`config.mk`:
```
export PLATFORM = sky130hd
export DESIGN_NAME = srt_div_round_pack
export DESIGN_NICKNAME = d
export VERILOG_FILES = /design/src/rtl/fp32_div_pkg.sv /design/src/rtl/rne_rounder.sv /design/src/rtl/srt_div_round_pack.sv
export SDC_FILE = /design/constraint.sdc
export NUM_CORES = 1
export LEC_CHECK = 0
export CORE_MARGIN = 3
export CORE_UTILIZATION = 55
export CTS_BUF_LIST = sky130_fd_sc_hd__clkbuf_2
export DETAILED_ROUTE_END_ITERATION = 10
export PLACE_DENSITY = 0.85
export SYNTH_ARGS = -nofsm -noshare
export SYNTH_HDL_FRONTEND = slang
export SYNTH_HIERARCHICAL = 1
export SYNTH_SLANG_ARGS = --single-unit
```
`constraint.sdc`:
```
create_clock -name clk -period 5.3 [get_ports clk]
set_input_delay 1.325 -clock clk [delete_from_list [all_inputs] [get_ports clk]]
set_output_delay 1.325 -clock clk [all_outputs]
set_load 0.03 [all_outputs]
```
`src/rtl/fp32_div_pkg.sv`:
```
// Shared types and constants for the FP32 SRT divider post-quotient logic.
package fp32_div_pkg;

  typedef enum logic [1:0] {
    SP_NORMAL = 2'b00,
    SP_ZERO   = 2'b01,
    SP_INF    = 2'b10,
    SP_NAN    = 2'b11
  } special_e;

  localparam int          BIAS    = 127;
  localparam int          EXP_MAX = 255;
  localparam logic [31:0] QNAN    = 32'h7FC00000;

  // out_flags = {overflow, underflow, inexact}
  localparam int FLAG_OVF = 2;
  localparam int FLAG_UNF = 1;
  localparam int FLAG_INX = 0;

endpackage

```
`src/rtl/rne_rounder.sv`:
```
// Round-to-nearest-even of a 24-bit significand given guard (rnd) and sticky bits.
module rne_rounder (
  input  logic [23:0] sig,
  input  logic        rnd,
  input  logic        stk,
  output logic [23:0] sig_rounded,
  output logic        carry,
  output logic        inexact
);

  logic        inc;
  logic [24:0] sum;

  assign inc         = rnd & (stk | sig[0]);
  assign sum         = {1'b0, sig} + 25'(inc);
  assign carry       = sum[24];
  assign sig_rounded = carry ? 24'h800000 : sum[23:0];
  assign inexact     = rnd | stk;

endmodule

```
`src/rtl/srt_div_round_pack.sv`:
```
// FP32 SRT divider post-quotient stage: correction/normalise (S1), RNE round and pack (S2).
// Optional gradual underflow when SRT_DIV_DENORM_EN is defined; otherwise tiny results flush to zero.
module srt_div_round_pack
  import fp32_div_pkg::*;
#(
  parameter int QW = 28,
  parameter int EW = 10
) (
  input  logic                 clk,
  input  logic                 rst,
  input  logic                 in_valid,
  output logic                 in_ready,
  input  logic [QW-1:0]        in_q_pos,
  input  logic [QW-1:0]        in_q_neg,
  input  logic                 in_rem_neg,
  input  logic                 in_rem_zero,
  input  logic                 in_sign,
  input  logic signed [EW-1:0] in_exp,
  input  logic [1:0]           in_special,
  output logic                 out_valid,
  input  logic                 out_ready,
  output logic [31:0]          out_result,
  output logic [2:0]           out_flags
);

  localparam logic signed [EW-1:0] E_ZERO = '0;
  localparam logic signed [EW-1:0] E_ONE  = EW'(1);
  localparam logic signed [EW-1:0] E_MAX  = EW'(EXP_MAX);

  logic s1_valid, s1_adv, s2_adv;

  assign s2_adv   = ~out_valid | out_ready;
  assign s1_adv   = ~s1_valid | s2_adv;
  assign in_ready = s1_adv & ~rst;

  // Stage 1: redundant-to-binary correction and one-bit normalisation
  logic [QW-2:0]        q;
  logic [23:0]          n_sig;
  logic                 n_rnd, n_stk;
  logic signed [EW-1:0] n_e;

  assign q = (QW-1)'(in_q_pos - in_q_neg - QW'(in_rem_neg));

  always_comb begin
    n_sig = q[25:2];
    n_rnd = q[1];
    n_stk = q[0] | ~in_rem_zero;
    n_e   = in_exp - E_ONE;
    if (q[26]) begin
      n_sig = q[26:3];
      n_rnd = q[2];
      n_stk = (|q[1:0]) | ~in_rem_zero;
      n_e   = in_exp;
    end
  end

  logic [23:0]          s1_sig;
  logic                 s1_rnd, s1_stk, s1_sign;
  logic signed [EW-1:0] s1_e;
  special_e             s1_special;

  always_ff @(posedge clk) begin
    if (rst)         s1_valid <= 1'b0;
    else if (s1_adv) s1_valid <= in_valid;
  end

  always_ff @(posedge clk) begin
    if (s1_adv && in_valid) begin
      s1_sig     <= n_sig;
      s1_rnd     <= n_rnd;
      s1_stk     <= n_stk;
      s1_e       <= n_e;
      s1_sign    <= in_sign;
      s1_special <= special_e'(in_special);
    end
  end

  // Stage 2: optional denormalising shift, rounding, packing
  logic        den;
  logic [23:0] r_sig;
  logic        r_rnd, r_stk;

  assign den = (s1_e <= E_ZERO);

`ifdef SRT_DIV_DENORM_EN
  localparam logic signed [EW-1:0] E_SAT = EW'(26);
  logic signed [EW-1:0] sh_full;
  logic [4:0]           sh;
  logic [50:0]          ext;

  always_comb begin
    sh_full = E_ONE - s1_e;
    sh      = (sh_full > E_SAT) ? 5'd26 : sh_full[4:0];
    ext     = {s1_sig, s1_rnd, 26'b0} >> sh;
    r_sig   = s1_sig;
    r_rnd   = s1_rnd;
    r_stk   = s1_stk;
    if (den) begin
      r_sig = ext[50:27];
      r_rnd = ext[26];
      r_stk = s1_stk | (|ext[25:0]);
    end
  end
`else
  assign r_sig = s1_sig;
  assign r_rnd = s1_rnd;
  assign r_stk = s1_stk;
`endif

  logic [23:0] sig_r;
  logic        rcarry, rinx;

  rne_rounder u_rnd (
    .sig        (r_sig),
    .rnd        (r_rnd),
    .stk        (r_stk),
    .sig_rounded(sig_r),
    .carry      (rcarry),
    .inexact    (rinx)
  );

  logic signed [EW-1:0] e_r;
  logic [7:0]           exp_field;
  logic [31:0]          res;
  logic [2:0]           flg;

  // A subnormal that rounds up into bit 23 becomes the smallest normal (exponent field 1)
  always_comb begin
    e_r       = s1_e + (rcarry ? E_ONE : E_ZERO);
    exp_field = den ? {7'b0, sig_r[23]} : e_r[7:0];
    res       = '0;
    flg       = '0;
    case (s1_special)
      SP_ZERO: res = {s1_sign, 31'h0};
      SP_INF:  res = {s1_sign, 8'hFF, 23'h0};
      SP_NAN:  res = QNAN;
      default: begin
        if (den) begin
`ifdef SRT_DIV_DENORM_EN
          res           = {s1_sign, exp_field, sig_r[22:0]};
          flg[FLAG_UNF] = rinx;
          flg[FLAG_INX] = rinx;
`else
          res           = {s1_sign, 31'h0};
          flg[FLAG_UNF] = 1'b1;
          flg[FLAG_INX] = 1'b1;
`endif
        end else if (e_r >= E_MAX) begin
          res           = {s1_sign, 8'hFF, 23'h0};
          flg[FLAG_OVF] = 1'b1;
          flg[FLAG_INX] = 1'b1;
        end else begin
          res           = {s1_sign, exp_field, sig_r[22:0]};
          flg[FLAG_INX] = rinx;
        end
      end
    endcase
  end

  always_ff @(posedge clk) begin
    if (rst) begin
      out_valid  <= 1'b0;
      out_result <= '0;
      out_flags  <= '0;
    end else if (s2_adv) begin
      out_valid <= s1_valid;
      if (s1_valid) begin
        out_result <= res;
        out_flags  <= flg;
      end
    end
  end

endmodule

```
======== Yosys cells after proc, flatten, opt, wreduce, memory -nomap -nowiden ========
Cells that the tools add are included.
cells by class
  add/sub/neg operators ................... 5
  magnitude comparators ................... 2
  equality and inequality tests ........... 3
  muxes and demuxes ....................... 15
  bitwise operators ....................... 12
  reductions and logical operators ........ 4
operators with widths
  cell                                                                                number
  32-bit case mux with 3 select lines                                                 1
  31-bit 2-to-1 mux                                                                   2
  23-bit 2-to-1 mux                                                                   2
  27-bit by 1-bit subtractor with 27-bit output                                       1
  27-bit subtractor                                                                   1
  24-bit by 1-bit adder with 25-bit output                                            1
  10-bit by 2-bit adder with 10-bit output                                            1
  10-bit by 9-bit >= comparator with 1-bit output (second input constant)             1
  10-bit by 1-bit less-or-equal comparator with 1-bit output (second input constant)  1
  10-bit 2-to-1 mux                                                                   1
  10-bit by 2-bit subtractor with 10-bit output (second input constant)               1
  1-bit 2-to-1 mux                                                                    8
  1-bit bitwise OR                                                                    6
  2-bit equality test (second input constant)                                         2
  1-bit NOT                                                                           4
  3-bit 2-to-1 mux                                                                    1
  3-bit OR reduction                                                                  1
  1-bit bitwise AND                                                                   2
  2-bit by 1-bit equality test with 1-bit output (second input constant)              1
  2-bit AND reduction                                                                 1
  2-bit OR reduction                                                                  1
  1-bit logical AND                                                                   1
word-level totals
  register bits after elaboration ......... 76
  bits of input ports ..................... 75
  output and inout bits ................... 37
  word-level logic and storage cells ...... 52

======== Logic depth before layout (Yosys ltp) ========
Gate-level depths: netlist of the first run.
  depth after elaboration ................. 9
  depth in mapped cells ................... 17
  mapped depth without buffers ............ 15

======== Cells and area by module ========
The synthesis of the first run kept the hierarchy.
modules (own cells, without submodules)
  module              times used  cells an instance  area each (sq um)  seq. area each (sq um)
  srt_div_round_pack  1           566                5273.8             1911.8
  rne_rounder         1           83                 589.3              0.0

======== Worst setup path before layout of the first run ========
OpenSTA, ideal clock, no wires.
  path type ............................... in2reg
  from .................................... input out_ready
  to ...................................... register s1_rnd (netlist: r_rnd), enable pin
  library setup time ...................... 0.496 ns
  arrival ................................. 4.287 ns
  data required time ...................... 4.804 ns
  setup slack ............................. 0.518 ns
  cell stages on the path ................. 2
  buffers on the path ..................... 0
  cell sequence ........................... nor2b_1 a21boi_0
on the way
  cells in the longest elaborated chain, start to end .. 3
ends and longest elaborated chain
  item                  RTL line                  RTL
  from (decl)           srt_div_round_pack.sv:21  input logic out_ready,
  1-bit bitwise OR      srt_div_round_pack.sv:32  assign s2_adv = ~out_valid | out_ready;
  1-bit bitwise OR      srt_div_round_pack.sv:33  assign s1_adv = ~s1_valid | s2_adv;
  1-bit logical AND     srt_div_round_pack.sv:68  if (s1_adv && in_valid) begin
  to (signal assigned)  srt_div_round_pack.sv:70  s1_rnd <= n_rnd;
  to (decl)             srt_div_round_pack.sv:58  logic s1_rnd, s1_stk, s1_sign;
Every way passes these cells.
A chain may end at the register's enable or synchronous reset.

======== Worst setup path in the final report of the first run ========
  from .................................... input in_q_neg[0]
  to ...................................... register s1_sig[20] (netlist: r_sig[20]), data pin
on the way
  cells in the longest elaborated chain, start to end .. 3
ends and longest elaborated chain
  item                                           RTL line                  RTL
  from (decl)                                    srt_div_round_pack.sv:14  input logic [QW-1:0] in_q_neg,
  27-bit subtractor                              srt_div_round_pack.sv:42  assign q = (QW-1)'(in_q_pos - in_q_neg - QW'(in_rem_neg));
  27-bit by 1-bit subtractor with 27-bit output  srt_div_round_pack.sv:42
  23-bit 2-to-1 mux                              srt_div_round_pack.sv:49  if (q[26]) begin
  net n_sig[20]                                  srt_div_round_pack.sv:38  logic [23:0] n_sig;
  to (signal assigned)                           srt_div_round_pack.sv:69  s1_sig <= n_sig;
  to (decl)                                      srt_div_round_pack.sv:57  logic [23:0] s1_sig;
The timed path passes the listed nets, and every way through them passes these cells.

==> results of run 1 <==
sequential cells by signal, indices dropped and copies added (netlist names):
signal      cells
r_rnd           1
s1_sign         1
out_valid       1
s1_valid        1
out_result     32
s1_special      2
r_sig          24
out_flags       3
r_stk           1
s1_e           10
per-stage QoR:
stage	setup WS (ps)	instance area (um^2)	hold WS, ps	utilization	std cells
after floorplan	518	5840	505	-	645
after global placement	226	7040	440	0.701	870
after detailed placement	154	7040	452	0.701	870
after CTS	694	7120	471	0.709	886
after global routing	538	7130	493	0.710	887
final	651	7130	469	0.710	887
worst max path at each step:
stage	start	endpoint	slack, ps	cells past startpoint
3_3_place_gp	in_q_neg[0]	s1_e[3]$_DFFE_PP_	230	13
4_1_cts	in_q_neg[0]	r_sig[22]$_DFFE_PP_	690	12
2_1_floorplan	out_ready	r_rnd$_DFFE_PP_	520	2
6_report	in_q_neg[0]	r_sig[20]$_DFFE_PP_	650	13
5_1_grt	in_q_neg[0]	r_sig[22]$_DFFE_PP_	540	12
3_5_place_dp	in_q_neg[0]	s1_e[3]$_DFFE_PP_	150	13
report_power, final:
part | switching, mW | internal [mW] | total [mW]
registers | 0.0688 | 0.725 | 0.794
clock network | 0.182 | 0.0646 | 0.246
logic | 0.390 | 0.348 | 0.738
total | 0.641 | 1.14 | 1.78
cell type report:
class	instances	area, um^2
inverters	82	308
clock inverters	4	18.8
flip-flops and latches	76	1910
clock buffers	12	60.1
well taps	133	166
fillers	766	2920
repair buffers	116	1160
multi-input cells	464	3510
placed cells by master (no fill, tap or decap), drive strengths merged, types with 3 or more instances in the layout:
cell type,instances
a21o,10
a21oi,37
a22oi,31
a311oi,3
a31oi,4
and3,12
and4,7
buf,7
clkbuf,12
clkdlybuf4s50,109
clkinv,3
dfxtp,37
edfxtp,39
ha,56
inv,83
mux2,14
nand2,27
nand2b,9
nand3,22
nand3b,3
nand4,9
nor2,58
nor2b,9
nor3,6
nor4,12
nor4b,4
o211ai,6
o21a,3
o21ai,24
o31ai,5
or3,4
xnor2,28
xor2,31
worst register-to-register path, delay by kind of cell (launching register included):
kind | cells | cell delay (ps)
and+or+nand+nor | 7 | 1520
AOI/OAI and AO/OA | 4 | 650
adders and majority gates | 3 | 570
buffers and inverters | 2 | 540
DFF | 1 | 430
xor gates and xnor gates | 1 | 210
per-layer routing:
metal,vias to the layer above,part of all wire,global-route usage
li1,2518,-,-
met1,2295,0.44,0.273
met2,159,0.48,0.370
met3,14,0.060,0.0373
met4,0,0.013,0.0622
met5,-,0,0
==> results.toml, run 1 <==
[die]
core_um2 = 10000
dieArea_um2 = 11900
ios = 112
die_width_um = 109
die-height_um = 109
rows = 36
start_util = 0.581

[grt]
grt_pass1_vias = 4704
grt_pass1_wl_um = 20800
antenna_found_initial = 0
track_usage = 0.214
grt_max_degree = 40
overflow = 0

[power]
power_density_nw_per_um2 = 249
power.total_mw = 1.78
p_leak_nw = 2.93
ir_worst_vdd_mv = 0.126

[setup_path]
path_max_fanout = 20
crit_path_start_kind = "primary input"
max_stage_delay_ps = 450
worstPathRequired_ps = 5510
worstSetupEndpointType = "flip-flop"
worst-path-buf-inv = 3
regToRegStartpoint = "r_sig[0]$_DFFE_PP_"
worstPathArrival_ps = 4860
worstSetupPathType = "in -> reg"
cp_cell_sequence = "clkdlybuf4s50_1 -> inv_1 -> fa_1 -> fa_1 -> nand2b_1 -> a2111oi_4 -> o21ai_1 -> a21o_1 -> a41oi_4 -> o31ai_4 -> nor2_2 -> buf_12 -> mux2_1"
rrSetupSlack_ps = 1300
cp_top_family = "compound AO/OA/AOI/OAI gates"
cpMostUsedCell = "fa_1"
regToRegEndpoint = "out_result[15]$_SDFFE_PP0P_"
r2r_cells = 17
cp_slowest_cell = "clkdlybuf4s50_1"

[clock_tree]
cts.repair.resized = 0
cts_sinks = 76
cts_buffers = 9
cts_root_buf = "clkbuf_2"
clk_pin_slew_ps = 160
ctsHoldBuffers = 0
h-tree-depth = 3
cts_tree = "built"
post_cts_buffers = 0
cts.path.max_buffers = 2
clock_latency_ps = 490

[run]
cap_violations = 0

[sta]
min_period_ps = 4650
final_hold_viol_count = 0
tightest_slew_ps = 1290
relSlewSlack = 0.137
setup_violations = 0
fin_setup_tns_ps = 0
slew_violations = 0
fmax_mhz = 215
fin_crit_sh = 0.877
rsz0062_at_grt = "no"
finClkSkew_ps = 47.6

[logic_synthesis]
avgSynthCellArea_um2 = 9.05
synth_warnings = 6
synth_cells = 645
syn_nets = 778
synthesis.area_um2 = 5840

[placed_design]
dp_hpwl_um = 10200
gp_congestion = 0.842
numPortBuffers = 109

[route]
wirelength_um = 12600
drt_drc_violations_left = 0
first_pass_iters = 5
vias = 4986
drtIter0Drc = 365
detail-route-antenna-nets = 0
wl_per_cell_um = 14.2
vias_per_cell = 5.62

[outcome]
status = "completed"

[hold_path]
hold_end = "out_result[31]$_SDFFE_PP0P_"
holdPathStages = 2
hold_start = "out_result[31]$_SDFFE_PP0P_"
hold_class = "reg -> reg"

[layout]
fin_nets = 882
layout-drive-gt1-share = 0.0716
area_growth_pct = 22.1
n_antenna_cell = 0
Power figures use the tool's default switching activity.
==> run 2: changes to the inputs <==
TNS_END_PERCENT = 20   (was default)
==> results of run 2 <==
No change in the layout: final DEF, timing and power equal those of run 1.
==> variant (flow settings as in run 2) <==
Build with the macro `SRT_DIV_DENORM_EN` defined.
--- a/src/rtl/srt_div_round_pack.sv
+++ b/src/rtl/srt_div_round_pack.sv
@@ -1,5 +1,7 @@
 // FP32 SRT divider post-quotient stage: correction/normalise (S1), RNE round and pack (S2).
 // Optional gradual underflow when SRT_DIV_DENORM_EN is defined; otherwise tiny results flush to zero.
+`define SRT_DIV_DENORM_EN
+
 module srt_div_round_pack
   import fp32_div_pkg::*;
 #(
Function: changed (a bounded check fails within 4 cycles, from zero or initial values and one cycle with rst high).
==> variant against run 2 <==
  * The run now ends with setup timing left
  * Global-route usage is 12 points higher
  * Die area rose by 40%
  * Wire length up 140%
  * Hold slack better by 6.6 ps
  * Synthesized area is 43% higher
  * Worst setup slack worse by 1600 ps
  * Design area grew 70%
  * Power increased by 86%
  * Sequential cell count stayed put
  * Synthesized cell count up 67%
  * Count of clock-buffer cells in the layout down 2
  * Critical endpoint is now out_result[11]
==> variant: results (changes against run 2) <==
Yosys:
- In the synthesized netlist, the cells that appear most often are 108 x nor2_1, 93 x inv_1, 88 x nand2_1.
- The sequential-to-total area share from yosys stat is 0.229.
- The post-synthesis instance total is 1074 (was 645).
- The count of yosys warnings during synthesis is 6 (unchanged).
- Sorting the synthesized cells by area gives the leading types as edfxtp_1 14%, dfxtp_1 8.9%, ha_1 8.5%.
- In this run, distinct cell masters in the synthesized netlist total 94.
- The number of enable flip-flop cells after synthesis is 39.
- The proportion of synthesized flip-flops having asynchronous set or reset is 0.
- The total nets after synthesis is 1208 (was 778).

STA:
- The largest clock skew in the final design is 54.3 ps (was 47.6 ps).
- The setup-violating endpoint count in the final report is 33 (was 0).
- The actual slew at the worst max-slew pin is 867 ps (was 1290 ps).
- The slack of the critical path is -917 ps (was 651 ps).

GRT:
- The initial antenna violation count is 1 (was 0).
- The total track usage was 0.335 (was 0.214).
- The global-route wire length before repair was 44600 um (was 20800 um).
- The via count of the first global-routing pass is 9062 (was 4704).
- The largest net degree at the start of global routing is 40 (unchanged).

CTS:
- The clock network latency to the later pin of the worst-skew pair was 620 ps (was 490 ps).
- The TritonCTS buffer count came to 9 (unchanged).
- The clock edge transition at the registers on the reported setup and hold paths is 250 ps (was 160 ps).
- The number of buffers on the longest clock path is 2 (unchanged).
- The root buffer cell is clkbuf_2 (unchanged).
- The number of levels the H-tree was split into is 3 (unchanged).

Critical path:
- The top fanout value on the critical path is 11 (was 20).
- The slowest cell on the critical path is edfxtp_1 (was clkdlybuf4s50_1).
- The delay of the slowest critical-path stage is 530 ps (was 450 ps).
- The depth of the worst register-to-register path is 31 (was 17).

Cells and area:
- In the final layout, the registers with the most flip-flops are out_result x32, s1_sig x24, s1_e x10.
- The fill cell instance count of the final layout is 896 (was 766).
- The ratio of cells with drive above 1 in the final layout came to 0.296 (was 0.0716).
- The post-route non-filler standard cell count was 1582 (was 887).

Power and ir drop:
- The maximum vdd ir drop is 0.190 mV (was 0.126 mV).
- The static leakage is 5.09 nW (was 2.93 nW).

Status:
- Outcome: complete, but fails checks (was finished clean).
- The checks that failed: setup timing.

Hold path:
- The count of cells along the worst hold path came to 2 (unchanged).
- The type of the tightest min-delay check is reg -> reg (unchanged).

Routing:
- The number of violations reported at the end of detailed-routing iteration 0 is 1019 (was 365).
- The detailed-route wire length is 29600 um (was 12600 um).
- The count of TritonRoute iterations in the first routing pass is 6 (was 5).
- The via count of the routed design is 9808 (was 4986).

Placement:
- The cell count after placement is 1533 (was 870).
- The number of buffers inserted by port buffering is 109 (unchanged).
- The sum of net half-perimeters after detailed placement is 21900 um (was 10200 um).
- The weighted congestion reported at the end of routability-driven placement is 0.988 (was 0.842).
-- variant: metrics by stage --
stage | utilization | TNS, ps | cell area [sq um] | setup slack [ps]
after floorplan | - | -19470 | 8570 | -711
after global placement | 0.765 | -27190 | 11200 | -1010
after detailed placement | 0.765 | -31690 | 11200 | -1170
after CTS | 0.789 | -22370 | 11600 | -754
after global routing | 0.825 | -33250 | 12100 | -1120
final | 0.825 | -26370 | 12100 | -917
-- variant: layout make-up --
type                       count  area share
tap                          184      0.0190
multi-input combinational    844       0.527
timing repair buffer         367       0.257
sequential                    76       0.158
clock buffer                  10     0.00413
clock inverter                 6     0.00526
antenna                        1    0.000206
inverter                      94      0.0297
-- variant: what timing repair did --
action,4_1_cts,5_1_grt
endpoints found under the setup margin,33,33
cloned,2,1
setup buffers,9,21
resized for setup,22,74
hold endpoints to repair,0,0
pin swaps,17,28
-- variant: final timing paths --
| path | slack (ps) | startpoint | to |
|---|---|---|---|
| max reg2reg | -920 | s1_e[2] | out_result[11] |
| max | -920 | s1_e[2] | out_result[11] |
| min | 480 | out_result[31] | out_result[31] |
| min reg2reg | 480 | out_result[31] | out_result[31] |
-- variant: cell families (layout without fill, tap and decap cells) --
group,count (synthesis),in the layout,share of synthesized area
DFF,76,76,0.229
xor gates and xnor gates,59,59,0.0619
buffers and inverters,155,477,0.0811
muxes,38,38,0.0492
AOI/OAI and AO/OA,320,320,0.266
adders and majority gates,59,59,0.0902
other,0,1,0
and+or+nand+nor,367,368,0.222
-- variant: worst max-delay path: cells and delay by family (launching register included) --
| family | cells | cell delay (ps) |
|---|---|---|
| AO/OA/AOI/OAI | 9 | 1830 |
| AND/OR/NAND/NOR | 13 | 2170 |
| flip-flops | 1 | 530 |
| buffers and inverters | 5 | 750 |
| adder cells (fa/ha/maj) | 4 | 790 |
-- variant: where the power goes --
| group | internal (W) | total (W) | switching [W] |
|---|---|---|---|
| logic | 0.00105 | 0.00217 | 0.00113 |
| clock network | 0.000112 | 0.000336 | 0.000224 |
| registers | 0.000725 | 0.000802 | 0.0000772 |
| total | 0.00188 | 0.00331 | 0.00143 |
-- variant: routing by layer --
layer | GRT usage | vias to the layer above | share of wire
met4 | 0.172 | 0 | 0.058
met3 | 0.0470 | 144 | 0.072
met2 | 0.608 | 522 | 0.50
met1 | 0.382 | 4556 | 0.37
met5 | 0 | - | 0
li1 | - | 4586 | -
